File: config.mk
export PLATFORM = sky130hd
export DESIGN_NAME = tournament_predictor_param
export DESIGN_NICKNAME = d
export VERILOG_FILES = /design/src/rtl/tournament_pred_pkg.sv /design/src/rtl/sat_counter_table.sv /design/src/rtl/tournament_predictor_param.sv
export SDC_FILE = /design/constraint.sdc
export NUM_CORES = 1
export LEC_CHECK = 0
export ABC_CLOCK_PERIOD_IN_PS = 21100
export BUFFER_PORTS_ARGS = -buffer_cell sky130_fd_sc_hd__buf_2
export CAP_MARGIN = 5
export CORE_MARGIN = 2
export CORE_UTILIZATION = 66
export DETAILED_ROUTE_END_ITERATION = 10
export MAX_ROUTING_LAYER = met4
export PLACE_DENSITY_LB_ADDON = 0.12
export SYNTH_ARGS = -nofsm -noshare
export SYNTH_HDL_FRONTEND = slang
export SYNTH_SLANG_ARGS = --single-unit
export TNS_END_PERCENT = 5
File: constraint.sdc
create_clock -name clk -period 21.1 [get_ports clk]
set_input_delay 2.11 -clock clk [delete_from_list [all_inputs] [get_ports clk]]
set_output_delay 2.11 -clock clk [all_outputs]
set_load 0.02 [all_outputs]
File: src/rtl/tournament_pred_pkg.sv
// Shared constants, counter helpers and metadata layout
// for the parametrised tournament branch predictor.
package tournament_pred_pkg;

    localparam logic [1:0] CTR_WEAK_TAKEN = 2'b10;
    localparam logic [1:0] CTR_WEAK_LOCAL = 2'b01;
    localparam logic [1:0] CTR_MAX        = 2'b11;
    localparam logic [1:0] CTR_MIN        = 2'b00;

    // pred_meta = {ghist, local_pred, global_pred, final_pred}
    localparam int META_FINAL  = 0;
    localparam int META_GLOBAL = 1;
    localparam int META_LOCAL  = 2;
    localparam int META_GHIST  = 3;

    typedef enum logic [1:0] {
        CMD_NONE,
        CMD_INC,
        CMD_DEC,
        CMD_INIT
    } ctr_cmd_t;

    function automatic logic [1:0] sat_inc2(input logic [1:0] v);
        return (v == CTR_MAX) ? v : v + 2'd1;
    endfunction

    function automatic logic [1:0] sat_dec2(input logic [1:0] v);
        return (v == CTR_MIN) ? v : v - 2'd1;
    endfunction

endpackage

File: src/rtl/sat_counter_table.sv
// Table of 2-bit saturating counters: async read,
// one synchronous write port taking inc/dec/init commands.
module sat_counter_table
    import tournament_pred_pkg::*;
#(
    parameter int         IDX_BITS = 4,
    parameter logic [1:0] INIT_VAL = CTR_WEAK_TAKEN
) (
    input  logic                clk,
    input  logic [IDX_BITS-1:0] rd_idx,
    output logic [1:0]          rd_val,
    input  logic [1:0]          wr_cmd,
    input  logic [IDX_BITS-1:0] wr_idx
);

    logic [1:0] mem [2**IDX_BITS];

    assign rd_val = mem[rd_idx];

    always_ff @(posedge clk) begin
        case (wr_cmd)
            CMD_INC:  mem[wr_idx] <= sat_inc2(mem[wr_idx]);
            CMD_DEC:  mem[wr_idx] <= sat_dec2(mem[wr_idx]);
            CMD_INIT: mem[wr_idx] <= INIT_VAL;
            default:  ;
        endcase
    end

endmodule

File: src/rtl/tournament_predictor_param.sv
// Tournament predictor: local + gshare tables with a per-PC
// chooser, table-init FSM, update metadata and perf counters.
module tournament_predictor_param
    import tournament_pred_pkg::*;
#(
    parameter int ADDR_W         = 32,
    parameter int LOCAL_IDX_BITS = 4,
    parameter int GHIST_BITS     = 8,
    parameter int PC_SHIFT       = 0,
    parameter int GSHARE         = 1,
    parameter int PERF_W         = 32
) (
    input  logic                  clk,
    input  logic                  reset,
    input  logic                  predict_valid,
    input  logic [ADDR_W-1:0]     pc_branch_addr,
    input  logic [ADDR_W-1:0]     offset,
    output logic [ADDR_W-1:0]     out_branch_addr,
    output logic                  prediction,
    output logic [GHIST_BITS+2:0] pred_meta,
    input  logic                  update_valid,
    input  logic [ADDR_W-1:0]     update_pc,
    input  logic [GHIST_BITS+2:0] update_meta,
    input  logic                  actual_taken,
    output logic                  ready,
    output logic [PERF_W-1:0]     perf_branches,
    output logic [PERF_W-1:0]     perf_mispredicts
);

    localparam int IDX_W = (LOCAL_IDX_BITS > GHIST_BITS)
                         ? LOCAL_IDX_BITS : GHIST_BITS;

    typedef enum logic {ST_INIT, ST_RUN} state_t;

    state_t                  state_q, state_d;
    logic [IDX_W-1:0]        init_idx_q;
    logic [GHIST_BITS-1:0]   ghist_q;
    logic [PERF_W-1:0]       perf_b_q, perf_m_q;
    logic                    init_we, upd_en;

    function automatic logic [LOCAL_IDX_BITS-1:0] lidx_of(
        input logic [ADDR_W-1:0] pc
    );
        return pc[PC_SHIFT +: LOCAL_IDX_BITS];
    endfunction

    function automatic logic [GHIST_BITS-1:0] gidx_of(
        input logic [ADDR_W-1:0]     pc,
        input logic [GHIST_BITS-1:0] hist
    );
        if (GSHARE != 0)
            return hist ^ pc[PC_SHIFT +: GHIST_BITS];
        return hist;
    endfunction

    // FSM: state register / next state / outputs
    always_ff @(posedge clk) begin
        if (reset) state_q <= ST_INIT;
        else       state_q <= state_d;
    end

    always_comb begin
        state_d = state_q;
        case (state_q)
            ST_INIT: if (&init_idx_q) state_d = ST_RUN;
            default: state_d = state_q;
        endcase
    end

    always_comb begin
        ready   = (state_q == ST_RUN);
        init_we = (state_q == ST_INIT) & ~reset;
    end

    assign upd_en = update_valid & ready & ~reset;

    // Predict path
    logic [1:0] local_rd, global_rd, chooser_rd;
    logic       local_pred, global_pred, final_pred;

    assign local_pred  = local_rd[1];
    assign global_pred = global_rd[1];
    assign final_pred  = chooser_rd[1] ? global_pred : local_pred;

    assign prediction      = final_pred & predict_valid & ready;
    assign pred_meta       = {ghist_q, local_pred, global_pred,
                              final_pred & ready};
    assign out_branch_addr = pc_branch_addr + offset;

    // Update path decode
    logic                      u_local, u_global, u_final;
    logic [GHIST_BITS-1:0]     u_hist;
    logic [LOCAL_IDX_BITS-1:0] lidx_u;
    logic [GHIST_BITS-1:0]     gidx_u;
    ctr_cmd_t                  dir_cmd;

    assign u_local  = update_meta[META_LOCAL];
    assign u_global = update_meta[META_GLOBAL];
    assign u_final  = update_meta[META_FINAL];
    assign u_hist   = update_meta[META_GHIST +: GHIST_BITS];
    assign lidx_u   = lidx_of(update_pc);
    assign gidx_u   = gidx_of(update_pc, u_hist);
    assign dir_cmd  = actual_taken ? CMD_INC : CMD_DEC;

    ctr_cmd_t                  l_cmd, g_cmd, c_cmd;
    logic [LOCAL_IDX_BITS-1:0] l_widx;
    logic [GHIST_BITS-1:0]     g_widx;
    logic                      l_in_range, g_in_range;

    assign l_in_range = (init_idx_q >> LOCAL_IDX_BITS) == '0;
    assign g_in_range = (init_idx_q >> GHIST_BITS) == '0;

    always_comb begin
        l_cmd  = CMD_NONE;
        g_cmd  = CMD_NONE;
        c_cmd  = CMD_NONE;
        l_widx = lidx_u;
        g_widx = gidx_u;
        unique case (1'b1)
            init_we: begin
                l_widx = init_idx_q[LOCAL_IDX_BITS-1:0];
                g_widx = init_idx_q[GHIST_BITS-1:0];
                if (l_in_range) l_cmd = CMD_INIT;
                if (l_in_range) c_cmd = CMD_INIT;
                if (g_in_range) g_cmd = CMD_INIT;
            end
            upd_en: begin
                l_cmd = dir_cmd;
                g_cmd = dir_cmd;
                // chooser only learns when the two components disagree
                if (u_local != u_global)
                    c_cmd = (u_global == actual_taken)
                          ? CMD_INC : CMD_DEC;
            end
            default: ;
        endcase
    end

    sat_counter_table #(
        .IDX_BITS (LOCAL_IDX_BITS),
        .INIT_VAL (CTR_WEAK_TAKEN)
    ) u_local_tbl (
        .clk    (clk),
        .rd_idx (lidx_of(pc_branch_addr)),
        .rd_val (local_rd),
        .wr_cmd (l_cmd),
        .wr_idx (l_widx)
    );

    sat_counter_table #(
        .IDX_BITS (GHIST_BITS),
        .INIT_VAL (CTR_WEAK_TAKEN)
    ) u_global_tbl (
        .clk    (clk),
        .rd_idx (gidx_of(pc_branch_addr, ghist_q)),
        .rd_val (global_rd),
        .wr_cmd (g_cmd),
        .wr_idx (g_widx)
    );

    sat_counter_table #(
        .IDX_BITS (LOCAL_IDX_BITS),
        .INIT_VAL (CTR_WEAK_LOCAL)
    ) u_chooser_tbl (
        .clk    (clk),
        .rd_idx (lidx_of(pc_branch_addr)),
        .rd_val (chooser_rd),
        .wr_cmd (c_cmd),
        .wr_idx (l_widx)
    );

    // Init index, non-speculative history, perf counters
    always_ff @(posedge clk) begin
        if (reset) begin
            init_idx_q <= '0;
            ghist_q    <= '0;
            perf_b_q   <= '0;
            perf_m_q   <= '0;
        end else begin
            if (init_we)
                init_idx_q <= init_idx_q + 1'b1;
            if (upd_en) begin
                ghist_q <= {ghist_q[GHIST_BITS-2:0], actual_taken};
                if (!(&perf_b_q))
                    perf_b_q <= perf_b_q + 1'b1;
                if ((u_final != actual_taken) && !(&perf_m_q))
                    perf_m_q <= perf_m_q + 1'b1;
            end
        end
    end

    assign perf_branches    = perf_b_q;
    assign perf_mispredicts = perf_m_q;

endmodule

==> impl_results.md, run 1 <==
- Synthesized area per cell: approximately 12 µm²
- Leading post-synthesis cells by instance count: edfxtp_1, nor2_1, nand2_1
- Reg2reg setup slack: 13940 ps
- Clock Sinks: between 600 and 700
- Remaining DRCs: 0
- Data arrival, critical path: 6850 ps
- Post-DR wirelength/cell: 26.0 µm
- Worst r2r src: init_idx_q[0]
- Most used cell, CP: mux2i_1
- Total routed wirelength: about 90000 µm
- Worst vdd rail ir drop: about 0.070 mV
- Min cycle time layout: 8960 ps
- Vias per cell: just under 7
- Share of layout cells above drive strength 1: between 10% and 20%
- Ys Warns: 0
- Post-CTS Setup Inserts: 0
- Hold Path End: ghist_q[6]
- # IOs: approximately 220
- Yosys reg bits: around 660
- Worst Tran Pin Value: ~1400 ps
- # setup viols final: 0
- Final Max Tran Viols: 0
- Total Nets Final: approximately 2.9k
- CTS tree: done
- Placer congestion estimate: between 0.9 and 1
- Synth top area share: about 54%
- Clk pwr share: between 30% and 40%
- Crit share post-route: ~42%
- Reg2reg end: u_global_tbl.mem[78][0]
- Layout area overhead: 12.0%
- P_sw: 816 µW
- Mapped Area: 31800 µm²
- Critical Path Sink Type: output port
- Hold Crit Class: flop to flop
- GRT Total Usage: between 30% and 40%
- Netlist cell types: a little under 80
- DR vias: 23.3k
- Power share of the sequential group: between 40 and 50%
- Post-Synthesis Cells: about 2.6k
- Sw Share: 25.6%
- RSZ-0062 raised after global routing: false
- Initial antenna violation count: 1
- Max-cap violations: 0
- Hold_buf cts: 0
- CP cell instances: buf_2, xor2_4, buf_4, buf_4, mux4_2, mux4_2, a22oi_1, nand2_1, mux2i_1, mux2i_1, mux2i_1, nor2b_1, and2_1, buf_2
- Combinational power share: 14.0%
- Worst R2R Path Depth: 13
- Global-route wire length before repair: ~130000 µm
- Static leakage: about 12 nW
- Initial Util: 66.8%
- Inserted Clock Buffers: a little under 70
- Startpoint types: input pin
- Die area: 50000 µm²
- Clock transition at the registers of the reported paths: around 60 ps
- WS Path Type: input pin to output port
- Critical path peak fanout: slightly above 40
- Final core occ: between 70% and 80%
- Synth Flop Type: edfxtp_1
- Chip Height: 224 µm
- Final Hold Fails: 0
- Clk buf depth: 3
- Chip width: between 200 and 250 µm
- Worst Hold Depth: 2
- Async SR Flop Fraction: 0%
- Syn Nets: roughly 2.8k
- Setup TNS Final: 0 ps
- Synth area leader: edfxtp_1
- Pwr Density: a little under 90 nW/µm²
- DRT iter0 DRCs: approximately 3.3k
- Vias in the first global route: roughly 22k
- Resized cells post-CTS: 0
- Worst rel slew slack: between 5 and 6%
- Critical path buffers and inverters: 4
- Post-synthesis sequential area ratio: about three fifths
- Number of port buffers: 196
- Largest net degree at the start of global routing: 130
- CTS root buf: clkbuf_16
- CTS H-Tree Depth: 3
- Global route total overflow: 0
- Ranking of synthesized cells by area: edfxtp_1, mux4_2, dfxtp_1
- Hold path startpoint: ghist_q[6]
- Delay-heaviest family, CP: buffers and inverters
- Slowest-stage cell, CP: buf_4
- CP required: ~19000 ps
- Clk_skew: 26.1 ps
- Most instantiated library cell after synthesis: edfxtp_1
- DR pass1 iterations: 7
- Clock latency on the worst-skew pair: slightly above 600 ps
- Number of synthesized flops with an enable pin: 576
- Post-route ant nets: 0
- CP peak stage delay: between 700 and 800 ps
- Row count: 80
- CORE AREA: between 40000 and 50000 µm²
- DP HPWL: between 50000 and 60000 µm
- Cell Int Power: between 2 and 2.5 mW
- Outcome: finished clean
- Fmax: 112 MHz
how the worst max path moves through the flow:
| stage | from | slack (ps) | depth (start not counted) | to |
|---|---|---|---|---|
| 5_1_grt | pc_branch_addr[0] | 12000 | 14 | prediction |
| 6_report | pc_branch_addr[0] | 12140 | 14 | prediction |
| 2_1_floorplan | reset | 12420 | 12 | u_global_tbl.mem[0][0] |
| 4_1_cts | pc_branch_addr[0] | 12210 | 14 | prediction |
| 3_5_place_dp | pc_branch_addr[0] | 12210 | 14 | prediction |
| 3_3_place_gp | pc_branch_addr[0] | 12240 | 14 | prediction |
kinds of logic after synthesis:
family                     after synthesis  synth area share [%]
AOI/OAI and AO/OA                      274                  5.79
xor gates and xnor gates               113                  3.16
adders and majority gates               36                  1.43
buffers and inverters                  175                  2.51
DFF                                    657                  59.4
muxes                                  228                  12.4
and+or+nand+nor                       1120                  15.2
area by class of cell:
cell class                      instances  area [µm²]
Antenna cell                            1        2.50
Clock buffer                           90        1880
Clock inverter                         35         440
Fill cell                            3033       12000
Inverter                               18        67.6
Multi-Input combinational cell       1771       12200
Sequential cell                       657       18900
Tap cell                              615         769
Timing Repair Buffer                  237        1310
power groups by stage:
stage / logic (mW) / clock network [mW] / registers, mW
final: 0.445 / 1.25 / 1.49
after global routing: 0.470 / 1.30 / 1.49
after CTS: 0.436 / 1.26 / 1.49
after detailed placement: 0.434 / 0 / 1.52
after global placement: 0.425 / 0 / 1.52
after floorplan: 0.282 / 0 / 1.54
cell usage in the layout, fill, tap and decap left out, types with 28 or more instances in the layout:
cell	synthesis	final
nand3_1	154	154
mux4_2	131	131
a21oi_1	85	82
o21ai_0	28	28
clkbuf_16	0	72
dfxtp_1	81	81
nand2_1	368	367
xor2_1	55	53
nand4_1	43	43
edfxtp_1	576	576
mux2i_1	95	95
nor2_1	429	429
buf_2	57	196
xnor2_1	56	55
buf_4	5	39
ha_1	34	34
worst register-to-register path, stage by stage (launching register included):
cell,delay (ps)
dfxtp_1,350
or3_1,640
o21ai_4,130
buf_4,440
buf_12,620
nor2_1,480
a22oi_1,260
a21boi_0,260
or4_1,580
a211o_1,270
nor4_1,830
o2111ai_1,330
nand2_4,530
buf_4,990
through the flow:
step / power (mW) / hold slack, ps / setup WS [ps] / cells / instance area, µm²
6_report: 3.19 / 501 / 12140 / 3424 / 35600
3_5_place_dp: 1.95 / 485 / 12210 / 3298 / 33300
3_3_place_gp: 1.94 / 481 / 12240 / 3298 / 33300
4_1_cts: 3.19 / 507 / 12210 / 3423 / 35600
5_1_grt: 3.26 / 541 / 12000 / 3424 / 35600
2_1_floorplan: 1.82 / 518 / 12420 / 2603 / 31800
flip-flops by register name (all words and copies together), names as in the netlist:
| register | count |
|---|---|
| ghist_q | 8 |
| perf_branches | 32 |
| ready | 1 |
| u_chooser_tbl.mem | 32 |
| u_local_tbl.mem | 32 |
| perf_mispredicts | 32 |
| u_global_tbl.mem | 512 |
| init_idx_q | 8 |
per-layer routing:
metal  global-route usage [%]  share of wire, %
met5                        -                 0
met4                     15.8               4.8
met3                     8.12                12
met2                     56.8                47
met1                     47.6                36
(Power assumes the default switching activity.)
==> inputs of run 2 (changes only) <==
--- a/config.mk
+++ b/config.mk
@@ -5,11 +5,12 @@
 export SDC_FILE = /design/constraint.sdc
 export NUM_CORES = 1
 export LEC_CHECK = 0
-export ABC_CLOCK_PERIOD_IN_PS = 21100
+export ABC_AREA = 1
+export ABC_CLOCK_PERIOD_IN_PS = 7740
 export BUFFER_PORTS_ARGS = -buffer_cell sky130_fd_sc_hd__buf_2
 export CAP_MARGIN = 5
 export CORE_MARGIN = 2
-export CORE_UTILIZATION = 66
+export CORE_UTILIZATION = 55
 export DETAILED_ROUTE_END_ITERATION = 10
 export MAX_ROUTING_LAYER = met4
 export PLACE_DENSITY_LB_ADDON = 0.12
==> constraint.sdc (replaced) <==
create_clock -name clk -period 7.74 [get_ports clk]
set_input_delay 0.774 -clock clk [delete_from_list [all_inputs] [get_ports clk]]
set_output_delay 0.774 -clock clk [all_outputs]
set_load 0.02 [all_outputs]
==> run 2 against run 1 <==
Critical endpoint unchanged. Clock power rose to 2.6 times the previous value. Sequential power increased to 2.7 times the previous value. Total power grew to 2.6 times the previous value. Clock skew fell by 5.0 ps. Synthesized area is 6.4% higher. First-iteration DRC count shrank 8.5%. Global-route usage decreased by 3.9 points. Critical path depth is 4 higher. Utilization down 13 points. Wire length increased by 15%. Worst hold slack worse by 28 ps. Synthesized cell count rose by 47%.
==> impl_results.md, run 2 <==
- CTS tree: done
- Static leakage: 14.4 nW (+16%)
- Hold path startpoint: perf_branches[4]
- # setup viols final: 0 (unchanged)
- Post-DP Area: 35600 µm² (+6.8%)
- Worst rel slew slack: 23.9% (+18 points)
- Outcome: finished clean
- Critical path peak fanout: 94 (+130%)
- RSZ-0062 raised after global routing: false
- Worst Tran Pin Value: 1140 ps (-271 ps)
- Clock transition at the registers of the reported paths: 60 ps (about the same)
- Reg2reg setup slack: 2610 ps (-11330 ps)
- Commonest cells after routing, fill and taps aside: nand2_1, edfxtp_1, nor2_1
- Vias in the first global route: 27.0k (+21%)
- Worst r2r src: ready
- Final core occ: 62.3% (-13 points)
- Post-Synth XOR/XNOR Area: 1.40% (-1.8 points)
- Clock Sinks: 657 (unchanged)
- Post-Synth Adder-Cell Area: 1.32% (-0.12 points)
- Yosys reg bits: 657 (unchanged)
- Initial antenna violation count: 0 (-1)
- Syn Nets: 3975 (+45%)
- Final Max Tran Viols: 0 (unchanged)
- Remaining DRCs: 0 (unchanged)
- Post-CTS Setup Inserts: 0 (unchanged)
- Synthesized area per cell: 8.84 µm² (-28%)
- Global-route wire length before repair: 154000 µm (+16%)
- Synth Flop Type: edfxtp_1
- Final Hold Fails: 0 (unchanged)
- Chip Height: 252 µm (+13%)
- GRT Total Usage: 32.8% (-3.9 points)
- Min cycle time layout: 5520 ps
- Post-synthesis compound-gate area fraction: 8.55% (+2.8 points)
- Post-DR wirelength/cell: 21.5 µm (-17%)
- Initial Util: 55.9% (-11 points)
- WS Path Type: input pin to output port
- CP required: 6970 ps (-12020 ps)
- Leading cell type in the layout, fill and taps excluded: nand2_1
- Max-cap violations: 0 (unchanged)
- Post-Synth Simple-Gate Area: 26.6% (+11 points)
- Reg2reg end: u_global_tbl.mem[137][1]
- Worst vdd rail ir drop: 0.134 mV (+92%)
- Post-route ant nets: 0 (unchanged)
- Synth top area share: 51.1% (-3.3 points)
- Hold Crit Class: flop to flop
- Synth area leader: edfxtp_1
- Die area: 63600 µm² (+27%)
- Post-Synthesis Cells: 3828 (+47%)
- Most flops, register: u_global_tbl.mem
- Chip width: 252 µm (+13%)
- CTS H-Tree Depth: 3 (unchanged)
- Worst R2R Path Depth: 16 (+3)
- Mapped Area: 33900 µm² (+6.4%)
- Most instantiated library cell after synthesis: nand2_1
- # IOs: 221 (unchanged)
- CORE AREA: 60600 µm² (+27%)
- DR pass1 iterations: 6 (-1)
- Max reg flops: 512 (unchanged)
- Row count: 90 (+13%)
- Placer congestion estimate: 0.919 (-2.4%)
- Post-synthesis sequential area ratio: 55.9% (-3.6 points)
- Total routed wirelength: 103000 µm (+15%)
- Number of port buffers: 196 (unchanged)
- Hold Path End: perf_branches[4]
- DP HPWL: 60500 µm (+9.4%)
- Vias per cell: 5.98 (-12%)
- Crit share post-route: around 71%
- Data arrival, critical path: 4740 ps (-2110 ps)
- Startpoint types: input pin
- Leading post-synthesis cells by instance count: nand2_1, edfxtp_1, nor2_1
- Inserted Clock Buffers: 70 (+2.9%)
- Ys Warns: 0 (unchanged)
- Async SR Flop Fraction: 0% (unchanged)
- Netlist cell types: 45 (-42%)
- Clk buf depth: 3 (unchanged)
- CTS root buf: clkbuf_16
- Layout area overhead: 11.4%
- Mux cell area share after synthesis: 0% (-12 points)
- Largest net degree at the start of global routing: 193 (+48%)
- Setup TNS Final: 0 ps (unchanged)
- Fill cells: 5223 (+72%)
- Critical Path Sink Type: output port
- DR vias: 28.5k (+22%)
- Global route total overflow: 0 (unchanged)
- Worst Hold Depth: 1 (-1)
- Clock latency on the worst-skew pair: 610 ps (about the same)
- Ant diodes: 0 (-1)
- Ranking of synthesized cells by area: edfxtp_1, nand2_1, nand3_1
- Final instance area: 37700 µm² (+5.9%)
- DRT iter0 DRCs: 3039 (-8.5%)
- Hold_buf cts: 0 (unchanged)
- Resized cells post-CTS: 0 (unchanged)
- Fmax: between 150 and 200 MHz
- Share of layout cells above drive strength 1: 9.50% (-7.9 points)
- Total Nets Final: 4081 (+41%)
- Main combinational cell family by area after synthesis: simple AND/OR/NAND/NOR gates
- Number of synthesized flops with an enable pin: 576 (unchanged)
- Clk_skew: 21.2 ps (-4.95 ps)
- Pwr Density: 223 nW/µm² (+150%)
[run 2: cell types whose count changed after synthesis, sizes merged, moves of 33 or more]
cell and delta:
o21ai +75, nor3 +33, a21oi +78, inv +300, nand3b +112, nand2 +552
mux2i -95, clkbuf +66, nor2 +53, nand3 +312, mux4 -133, o211ai +131
[run 2: cell type report]
cell class | instances | area (µm²) | area share (%)
timing repair buffer | 249 | 1530 | 4.05
multi-input combinational | 2638 | 12900 | 34.3
clock inverter | 32 | 256 | 0.680
clock buffer | 85 | 1900 | 5.05
sequential | 657 | 18900 | 50.2
inverter | 318 | 1190 | 3.16
tap | 782 | 978 | 2.59
[run 2: critical path, cell delays in order]
cell	delay [ps]
buf_2	250
inv_1	480
nand2_1	180
nand2_4	790
buf_4	590
nand2_1	110
o211ai_1	120
nand3_1	120
nand3_1	150
nand3_1	120
nand3_1	210
nand3_1	100
nand3_1	90
nand2_1	180
nand2_1	110
nand2_1	70
nor2_1	80
buf_2	170
[run 2: logic make-up after synthesis]
group	count (synthesis)
XOR/XNOR	54
flip-flops	657
AND/OR/NAND/NOR	2076
AO/OA/AOI/OAI	473
buffers and inverters	533
adder cells (fa/ha/maj)	35
[run 2: worst max-delay path by stage]
stage / startpoint / endpoint / slack, ps / cells after the start
6_report: pc_branch_addr[0] / prediction / 2220 / 18
5_1_grt: pc_branch_addr[0] / prediction / 1930 / 18
4_1_cts: pc_branch_addr[0] / prediction / 2280 / 18
3_5_place_dp: reset / u_global_tbl.mem[138][1] / 2030 / 16
3_3_place_gp: reset / u_global_tbl.mem[138][1] / 2090 / 22
2_1_floorplan: reset / u_global_tbl.mem[0][0] / 610 / 21
[run 2: per-layer routing]
| metal | wire (µm) | track usage [%] | vias to the layer above |
|---|---|---|---|
| met5 | 0 | - | - |
| met4 | 4270 | 13.7 | 0 |
| met3 | 9720 | 4.85 | 304 |
| met2 | 49200 | 53.8 | 1409 |
| met1 | 39400 | 41.1 | 13400 |
| li1 | - | - | 13300 |
[run 2: through the flow]
| stage | instances | hold WS, ps | setup WS (ps) | total power [mW] |
|---|---|---|---|---|
| CTS | 4761 | 481 | 2280 | 8.41 |
| detailed placement | 4644 | 468 | 2030 | 5.23 |
| floorplan | 3828 | 457 | 614 | 4.82 |
| global route | 4761 | 504 | 1930 | 8.65 |
| global placement | 4644 | 466 | 2090 | 5.23 |
| finish | 4761 | 473 | 2220 | 8.40 |
[run 2: report_power, final]
part,switching [mW],internal (mW)
clock,1.35,1.87
combinational,0.901,0.316
sequential,0.00424,3.96
